### config.mk
export PLATFORM = sky130hd
export DESIGN_NAME = cdb_arbiter
export DESIGN_NICKNAME = d
export VERILOG_FILES = /design/src/rtl/cdb_arbiter_pkg.sv /design/src/rtl/cdb_src_fifo.sv /design/src/rtl/cdb_arbiter.sv
export SDC_FILE = /design/constraint.sdc
export NUM_CORES = 1
export LEC_CHECK = 0
export ABC_AREA = 1
export CAP_MARGIN = 10
export CORE_MARGIN = 4
export CORE_UTILIZATION = 40
export DETAILED_ROUTE_END_ITERATION = 8
export SLEW_MARGIN = 0
export SYNTH_ARGS = -nofsm -noshare
export SYNTH_HDL_FRONTEND = slang
export SYNTH_SLANG_ARGS = --single-unit
### constraint.sdc
create_clock -name clk -period 8 [get_ports clk]
set_input_delay 0.8 -clock clk [delete_from_list [all_inputs] [get_ports clk]]
set_output_delay 0.8 -clock clk [all_outputs]
set_load 0.02 [all_outputs]
### src/rtl/cdb_arbiter_pkg.sv
// Shared types for the writeback / common-data-bus stage.
//   cdb_t       : result packet broadcast on the CDB (valid qualifies the packet)
//   cdb_src_e   : source index of each functional unit feeding the arbiter
//   CDB_NUM_SRC : number of result sources
package cdb_arbiter_pkg;

    localparam int unsigned ROB_IDX_W       = 5;
    localparam int unsigned PREG_W          = 6;
    localparam int unsigned CDB_NUM_SRC     = 4;
    localparam int unsigned NUM_CDB_DEFAULT = 2;

    typedef struct packed {
        logic                 valid;
        logic [ROB_IDX_W-1:0] rob_idx;
        logic [PREG_W-1:0]    pd;
        logic [31:0]          rd_v;
    } cdb_t;

    typedef enum logic [1:0] {
        CDB_SRC_ADD = 2'd0,
        CDB_SRC_MUL = 2'd1,
        CDB_SRC_DIV = 2'd2,
        CDB_SRC_BR  = 2'd3
    } cdb_src_e;

endpackage

### src/rtl/cdb_src_fifo.sv
// Per-source result FIFO for the CDB arbiter.
//   clk, rst   : clock, synchronous active-high reset
//   flush      : discard all entries at the edge
//   push, din  : write request and packet
//   pop        : release head at the edge (ignored when empty)
//   head       : current oldest packet (combinational)
//   count      : occupancy 0..DEPTH
// A push while full is only accepted when the head pops in the same cycle.
module cdb_src_fifo
    import cdb_arbiter_pkg::*;
#(
    parameter int unsigned DEPTH = 4
) (
    input  logic                   clk,
    input  logic                   rst,
    input  logic                   flush,
    input  logic                   push,
    input  cdb_t                   din,
    input  logic                   pop,
    output cdb_t                   head,
    output logic [$clog2(DEPTH):0] count
);

    localparam int unsigned AW = $clog2(DEPTH);
    localparam int unsigned CW = AW + 1;

    cdb_t           mem [DEPTH];
    logic [AW-1:0]  rd_ptr;
    logic [AW-1:0]  wr_ptr;
    logic           full;
    logic           do_pop;
    logic           do_push;

    assign full    = (count == CW'(DEPTH));
    assign do_pop  = pop && (count != '0) && !flush && !rst;
    assign do_push = push && (!full || do_pop) && !flush && !rst;
    assign head    = mem[rd_ptr];

    always_ff @(posedge clk) begin
        if (rst || flush) begin
            rd_ptr <= '0;
            wr_ptr <= '0;
            count  <= '0;
        end else begin
            if (do_push) wr_ptr <= wr_ptr + 1'b1;
            if (do_pop)  rd_ptr <= rd_ptr + 1'b1;
            count <= count + CW'(do_push) - CW'(do_pop);
        end
    end

    always_ff @(posedge clk) begin
        if (do_push) mem[wr_ptr] <= din;
    end

endmodule

### src/rtl/cdb_arbiter.sv
// Writeback arbiter: buffers add/mul/div/br results and broadcasts up to NUM_CDB
// of them per cycle on the common data bus.
//   clk, rst      : clock, synchronous active-high reset
//   flush         : discard all buffered results, suppress broadcast this cycle
//   cdb_in[4]     : per-source results (0 add, 1 mul, 2 div, 3 br)
//   cdb_out[N]    : broadcast packets, k-th grant on port k, '0 when unused
//   fu_stall[4]   : per-source back-pressure from registered occupancy
//   overflow_err  : sticky, a valid result hit a full FIFO with no pop
module cdb_arbiter
    import cdb_arbiter_pkg::*;
#(
    parameter int unsigned FIFO_DEPTH  = 4,
    parameter int unsigned NUM_CDB     = NUM_CDB_DEFAULT,
    parameter int unsigned SKID        = 1,
    parameter bit          BR_PRIORITY = 1'b1
) (
    input  logic                   clk,
    input  logic                   rst,
    input  logic                   flush,
    input  cdb_t                   cdb_in   [CDB_NUM_SRC],
    output cdb_t                   cdb_out  [NUM_CDB],
    output logic [CDB_NUM_SRC-1:0] fu_stall,
    output logic                   overflow_err
);

    localparam int unsigned   CW       = $clog2(FIFO_DEPTH) + 1;
    localparam logic [CW-1:0] STALL_AT = CW'(FIFO_DEPTH - SKID);
    localparam logic [CW-1:0] FULL_AT  = CW'(FIFO_DEPTH);

    cdb_t                   head  [CDB_NUM_SRC];
    logic [CW-1:0]          count [CDB_NUM_SRC];
    logic [CDB_NUM_SRC-1:0] push;
    logic [CDB_NUM_SRC-1:0] nonempty;
    logic [CDB_NUM_SRC-1:0] grant;
    logic [CDB_NUM_SRC-1:0] drop;
    logic [1:0]             rr_ptr;
    logic [1:0]             rr_next;
    logic [1:0]             src;
    int unsigned            n_grant;
    logic                   overflow_q;

    for (genvar i = 0; i < CDB_NUM_SRC; i++) begin : g_src
        assign push[i]     = cdb_in[i].valid && !flush;
        assign nonempty[i] = (count[i] != '0);
        assign drop[i]     = push[i] && (count[i] == FULL_AT) && !grant[i];
        assign fu_stall[i] = !rst && (count[i] >= STALL_AT);

        cdb_src_fifo #(
            .DEPTH (FIFO_DEPTH)
        ) u_fifo (
            .clk   (clk),
            .rst   (rst),
            .flush (flush),
            .push  (push[i]),
            .din   (cdb_in[i]),
            .pop   (grant[i]),
            .head  (head[i]),
            .count (count[i])
        );
    end

    // Priority chain: optional branch slot first, then a rotated scan from rr_ptr.
    // n_grant selects which output port the next winner lands on.
    always_comb begin
        grant   = '0;
        rr_next = rr_ptr;
        n_grant = 0;
        src     = '0;
        for (int unsigned k = 0; k < NUM_CDB; k++) cdb_out[k] = '0;
        if (!rst && !flush) begin
            if (BR_PRIORITY && nonempty[CDB_SRC_BR]) begin
                grant[CDB_SRC_BR] = 1'b1;
                cdb_out[0]        = head[CDB_SRC_BR];
                n_grant           = 1;
            end
            for (int unsigned off = 0; off < CDB_NUM_SRC; off++) begin
                src = rr_ptr + 2'(off);
                if (!(BR_PRIORITY && (src == CDB_SRC_BR)) && nonempty[src]
                    && (n_grant < NUM_CDB)) begin
                    grant[src] = 1'b1;
                    for (int unsigned k = 0; k < NUM_CDB; k++) begin
                        if (k == n_grant) cdb_out[k] = head[src];
                    end
                    n_grant = n_grant + 1;
                    if (src != CDB_SRC_BR) rr_next = src + 2'd1;
                end
            end
        end
    end

    always_ff @(posedge clk) begin
        if (rst) begin
            rr_ptr     <= '0;
            overflow_q <= 1'b0;
        end else begin
            rr_ptr     <= flush ? 2'd0 : rr_next;
            overflow_q <= overflow_q | (|drop);
        end
    end

    assign overflow_err = overflow_q && !rst;

endmodule

== Word-level counts from Yosys, hierarchy flattened ==
Memories as Yosys holds them, arrays and structs flattened. A register that Yosys moved wholly into a read port is not among the register bits.
Cells that the tools add are included.

* Equality and inequality tests: 16
* $add $sub $neg: 25
* Magnitude comparators: 20
* Multiplexer cells: 85
* Bitwise gates (word level): 9
* Reduce and logical (&&, ||, !) cells: 83

{| class="wikitable"
|+ Operator list
! cell !! number
|-
| 44-bit two-way mux || 18
|-
| 88-bit two-way mux || 5
|-
| 44-bit binary-select mux with 2-bit select || 4
|-
| 32-bit two-way mux || 7
|-
| 1-bit by 32-bit equality test with 1-bit output (first input constant) || 4
|-
| 32-bit logical NOT || 4
|-
| 32-bit by 2-bit less-than comparator with 1-bit output (second input constant) || 4
|-
| 32-bit by 1-bit adder with 32-bit output (second input constant) || 3
|-
| 1-bit logical AND || 54
|-
| 2-bit two-way mux || 16
|-
| 4-bit two-way mux || 8
|-
| 2-bit by 1-bit adder with 2-bit output (second input constant) || 12
|-
| 1-bit two-way mux || 19
|-
| 4-bit bitwise OR || 4
|-
| 1-bit logical NOT || 14
|-
| 3-bit by 1-bit adder with 3-bit output || 4
|-
| 3-bit equality test (second input constant) || 4
|-
| 3-bit by 2-bit >= comparator with 1-bit output (second input constant) || 4
|-
| 3-bit >= comparator (second input constant) || 4
|-
| 2-bit by 3-bit less-than comparator with 1-bit output (second input constant) || 4
|-
| 2-bit NOT with 3-bit output || 4
|-
| 3-bit nonzero test || 4
|-
| 3-bit by 1-bit subtractor with 3-bit output || 4
|-
| 1-bit binary-select mux with 2-bit select || 4
|-
| 9 further kinds || 26
|}

* Logic and storage cells: 256
* Register bits after elaboration: 31
* Input bits: 179
* RAM bits: 704
* Output and inout port bits: 93
* Memories: 4

{| class="wikitable"
|+ Memory list
! name !! depth !! width !! read ports !! clocked after memory_dff !! write ports !! line !! source
|-
| g_src[0].u_fifo.mem || 4 || 44 || 1 || 1 || 1 || cdb_src_fifo.sv:27 || <nowiki>cdb_t mem [DEPTH];</nowiki>
|-
| g_src[1].u_fifo.mem || 4 || 44 || 1 || 1 || 1 || cdb_src_fifo.sv:27 ||
|-
| g_src[2].u_fifo.mem || 4 || 44 || 1 || 1 || 1 || cdb_src_fifo.sv:27 ||
|-
| g_src[3].u_fifo.mem || 4 || 44 || 1 || 1 || 1 || cdb_src_fifo.sv:27 ||
|}

== Depth between registers and ports, before layout ==
* Depth in word-level cells: 28
* Depth in mapped cells: 27
* Gate-level depth less buffers: 27

== By module ==
From an unflattened synthesis, not the netlist that was laid out.

* Cell total of the unflattened synthesis: 3863
* Area, all modules: 36989.2 µm²

{| class="wikitable"
|+ Modules (own cells, without submodules)
! module !! area an instance (µm²) !! times used !! sequential area each (µm²) !! cells each
|-
| cdb_src_fifo (g_src[0].u_fifo ...) || 7105.6 || 3 || 5465.2 || 497
|-
| cdb_arbiter || 8650.8 || 1 || 60.1 || 1872
|-
| cdb_src_fifo (g_src[3].u_fifo) || 7021.7 || 1 || 5465.2 || 500
|}

== Least setup slack after synthesis ==
OpenSTA, ideal clock, no wires.

* Path type: reg-to-reg
* Start point: reg rr_ptr[1]
* End point: mem g_src[0].u_fifo.mem[0][0] in the netlist's numbering, enable pin
* Clock period less this slack: 5.728 ns
* Data arrival time: 5.283 ns
* Data required time: 7.554 ns
* Stages on the path, launching flop included: 19
* Path slack: 2.272 ns
* Setup time: 0.446 ns
* Path buffers: 3
* Cells stage by stage: dfxtp_1 -> inv_2 -> clkbuf_1 -> clkbuf_1 -> ha_1 -> clkbuf_1 -> nand2_1 -> nand3_2 -> inv_2 -> fa_1 -> ha_1 -> inv_1 -> nor2_1 -> nor2_1 -> nor2_4 -> nand3_1 -> nand4_1 -> nand2_1 -> nor2_1

* Word-level cells in the longest chain between the ends: 27
* Elaborated cells between the ends (all ways): 79
* Those cells by class: add/sub (5); order compare (11); eq/ne (4); mux (32); bitwise (4); reduce/logical (23)

{| class="wikitable"
|+ RTL lines
! what !! line !! source
|-
| start, declared || cdb_arbiter.sv:36 || <nowiki>logic [1:0] rr_ptr;</nowiki>
|-
| start signal, assigned || cdb_arbiter.sv:96 || <nowiki>rr_ptr <= flush ? 2'd0 : rr_next;</nowiki>
|-
| 1-bit binary-select mux with 2-bit select / 2-bit equality test (equally long branches) || cdb_arbiter.sv:78 || <nowiki>if (!(BR_PRIORITY && (src == CDB_SRC_BR)) && nonempty[src]</nowiki>
|-
| 1-bit two-way mux (implied by the code) / 1-bit logical NOT (equally long branches) || cdb_arbiter.sv:78 ||
|-
| 1-bit logical AND || cdb_arbiter.sv:78 ||
|-
| 1-bit logical AND || cdb_arbiter.sv:79 || <nowiki>&& (n_grant < NUM_CDB)) begin</nowiki>
|-
| 32-bit two-way mux || cdb_arbiter.sv:78 ||
|-
| 32-bit two-way mux || cdb_arbiter.sv:70 || <nowiki>if (!rst && !flush) begin</nowiki>
|-
| 32-bit by 2-bit less-than comparator with 1-bit output || cdb_arbiter.sv:79 ||
|-
| 1-bit logical AND || cdb_arbiter.sv:79 ||
|-
| [... 7 more ...] || - ||
|-
| 1-bit logical AND || cdb_arbiter.sv:79 ||
|-
| 4-bit two-way mux * || cdb_arbiter.sv:78 ||
|-
| 4-bit two-way mux * || cdb_arbiter.sv:70 ||
|-
| 1-bit logical AND * (3 in series) || cdb_src_fifo.sv:35 || <nowiki>assign do_pop = pop && (count != '0) && !flush && !rst;</nowiki>
|-
| 1-bit logical OR * || cdb_src_fifo.sv:36 || <nowiki>assign do_push = push && (!full || do_pop) && !flush && !rst;</nowiki>
|-
| 1-bit logical AND * (3 in series) || cdb_src_fifo.sv:36 ||
|-
| 1-bit two-way mux * || cdb_src_fifo.sv:52 || <nowiki>if (do_push) mem[wr_ptr] <= din;</nowiki>
|-
| 1-bit two-way mux (implied by the code) * || cdb_src_fifo.sv:52 ||
|-
| end, declared || cdb_src_fifo.sv:27 ||
|}

Every way passes the cells marked *; elsewhere a longest branch is shown, timed or not. The select of a mux whose other input is x is not followed.

==> run metrics <==
CTS tree yes; dpl hpwl 85,000 um; net switching power ~5.8 mW; WHS Path Cells 1; cell accounting for the most synthesized area edfxtp_1; r2r setup slk 1.97 ns; most common cell after layout, fill and taps aside nand2_1; maximum vdd drop 0.314 mV; Clock Pin Slew Worst Setup and Hold Paths 0.06 ns; fillers 8,586; first-pass GRT wire length 179,000 um; CP Capture Type output port; # hold bufs at CTS 0; vias per cell 5.42; worst r2r src rr_ptr[0]; leakage approximately 16 nW; Avg Inst Size Synth 9.11 um2; Die Y 312 um; synthesis-stage register bit count 743; Final #Nets 4,436; EDFF count, synth roughly 700; Syn. warnings 0; Net Sw Frac 0.419; Pwr Density 323 mW/mm2; post-cts resize count 0; CP max FO 92; r2r endpoint g_src[0].u_fifo.mem[3][34]; CP required 7.20 ns; Num CTS Buffers between 80 and 90; CP Launch Point rr_ptr[0]; Hold WC Path Type flip-flop to flip-flop; library cells used by synthesis 37; htree depth 3; internal power 8.12 mW; Tcrit/Tclk final 0.890; largest net degree at the start of global routing between 90 and 100; vias in the first global route 26,422; commonest non-fill, non-tap cells in the layout 1,515 x nand2_1, 704 x edfxtp_1, 415 x nand3_1; post-synthesis instance total roughly 4,100; Hold Startpoint g_src[3].u_fifo.rd_ptr[0]; placed cell area 0.0406 mm2; Initial Util 0.404; Top Ports around 270; Worst Reg-to-Reg Cells 21; CTS root buf clkbuf_16; Critical Path AT 6.32 ns; fmax roughly 140 MHz; final hold violations 0; min Tclk post-route 7.12 ns; row count 111; Max Clock Skew 0.0243 ns; Clock power frac 0.261; routed len/inst 22.5 um; post-route design area approximately 0.043 mm2; max-slew headroom at the worst pin 0.249; Area Overhead vs Synth 16.9%; initial antenna violation count 22; max-slew violations 0; vias a little under 30,000; GPL Wtd Cong just under 1; DRC errors left 0; Least-Margin Pin Slew 1.13 ns; Max Cap Viol 0; I/O Buffers 271; largest cells by area after synthesis edfxtp_1 57%, nand2_1 15%, nand3_1 5.6%; RSZ-0062 raised after global routing no; setup_tns 0 ns; Final setup viols 0; All-Layer GR Usage 0.245; post-route antenna net violation count 0; asr flop ratio synth 0; router iterations before antenna repair 6; crit start category flip-flop; kind of critical path flip-flop to output port; post-synth design cell area between 0.03 and 0.04 mm2; share of cells above drive strength 1 0.0543; Die X 312 um; Setup Fix Bufs, Post-CTS 0; register area share after synthesis 0.593; DRT Wirelength between 100,000 and 150,000 um; Comb pwr share 0.426; Max Root-Sink Buffers 3; sequential fraction of design power 0.313; Mapped Nets approximately 4,300; total clock sinks 743; gr ovfl total 0; clock latency on the worst-skew pair 0.65 ns; Core ar. ~0.09 mm2; status complete, no violations; top cell type's share of synthesized area 0.571; Synth Flop Type edfxtp_1; Die ar. 0.0974 mm2; DR iter-0 viols 3,178
synth_stat cells, types with 2 or more instances:
| library cell | count |
|---|---|
| a21oi_1 | 107 |
| buf_1 | 35 |
| buf_2 | 74 |
| buf_4 | 22 |
| clkbuf_1 | 132 |
| clkinv_1 | 4 |
| dfxtp_1 | 39 |
| edfxtp_1 | 704 |
| fa_1 | 5 |
| ha_1 | 43 |
| inv_1 | 89 |
| inv_2 | 10 |
| nand2_1 | 1518 |
| nand2_2 | 2 |
| nand3_1 | 415 |
| nand3_2 | 3 |
| nand3b_1 | 3 |
| nand4_1 | 7 |
| nor2_1 | 236 |
| nor2_2 | 5 |
| nor2_4 | 2 |
| nor2_8 | 2 |
| nor3_1 | 6 |
| o211ai_1 | 44 |
| o21a_1 | 88 |
| o21ai_0 | 312 |
| o21ai_1 | 98 |
| or2_0 | 41 |
| or2_2 | 3 |
| xor2_1 | 6 |
stage by stage:
stage	util	power (mW)	worst slack, ns	hold WS [ns]	std cells
floorplan	-	8.09	2.27	0.436	4062
global placement	0.443	10.2	1.66	0.457	5312
detailed placement	0.443	10.2	1.62	0.463	5312
CTS	0.471	13.8	0.911	0.460	5462
global route	0.471	14.6	0.478	0.489	5464
finish	0.472	14.0	0.882	0.468	5476
sequential cells by signal (all words and copies together), names as in the netlist, named ones only:
register / count
g_src.u_fifo.count: 12
g_src.u_fifo.mem: 704
g_src.u_fifo.rd_ptr: 8
g_src.u_fifo.wr_ptr: 8
overflow_q: 1
rr_ptr: 2
logic make-up (layout without fill, tap and decap cells):
logic type,after synthesis,count (layout),share of synthesized area
AO/OA/AOI/OAI,650,650,0.0969
flip-flops,743,743,0.593
AND/OR/NAND/NOR,2245,2245,0.249
buffers and inverters,368,582,0.0423
XOR/XNOR,8,8,0.00240
adder cells (fa/ha/maj),48,48,0.0172
other,0,14,0
worst max-delay path, cell delays in order, from the launching register on:
cell	delay, ns
dfxtp_4	0.54
inv_6	0.56
nand3_1	0.14
nand2_1	0.12
nand2_1	0.06
nand3_2	0.22
inv_1	0.16
ha_1	0.24
nor2_1	0.15
nand3_2	0.15
inv_2	0.15
fa_1	0.55
ha_1	0.33
inv_1	0.04
nor2_1	0.08
nor2_1	0.08
nor2_4	0.14
nand2_4	0.12
nor2_8	0.50
buf_4	0.43
a21oi_1	0.08
nor2_1	0.12
clkdlybuf4s50_1	0.64
final cells by class:
cell class                      instances  area, um2  share of cell area
Multi-Input combinational cell       2951      13700               0.316
Clock inverter                         43        418             0.00966
Sequential cell                       743      21900               0.507
Clock buffer                          107       2180              0.0503
Tap cell                             1186       1480              0.0343
Antenna cell                           14       35.0            0.000810
Timing Repair Buffer                  328       3140              0.0726
Inverter                              104        398             0.00920
how the worst max path moves through the flow:
| stage | end | slack (ns) | cells past startpoint |
|---|---|---|---|
| after global placement | cdb_out[38] | 1.66 | 22 |
| after global routing | cdb_out[5] | 0.48 | 22 |
| after CTS | cdb_out[38] | 0.91 | 22 |
| final | cdb_out[5] | 0.88 | 22 |
| after detailed placement | cdb_out[38] | 1.62 | 22 |
| after floorplan | g_src[0].u_fifo.mem[0][0] | 2.27 | 18 |
layer usage:
metal / share of wire / up-vias / GRT usage
met4: 0.037 / 18 / 0.0863
met2: 0.44 / 1215 / 0.374
met5: 0.00087 / - / 0
met3: 0.091 / 197 / 0.0550
met1: 0.43 / 14125 / 0.346
li1: - / 14119 / -
power groups by stage:
stage	logic, mW	clock network [mW]	registers, mW
CTS	5.77	3.71	4.37
global placement	5.76	0	4.45
floorplan	3.68	0	4.41
finish	5.94	3.65	4.37
detailed placement	5.75	0	4.45
global route	6.37	3.87	4.37
(Power assumes the default switching activity.)
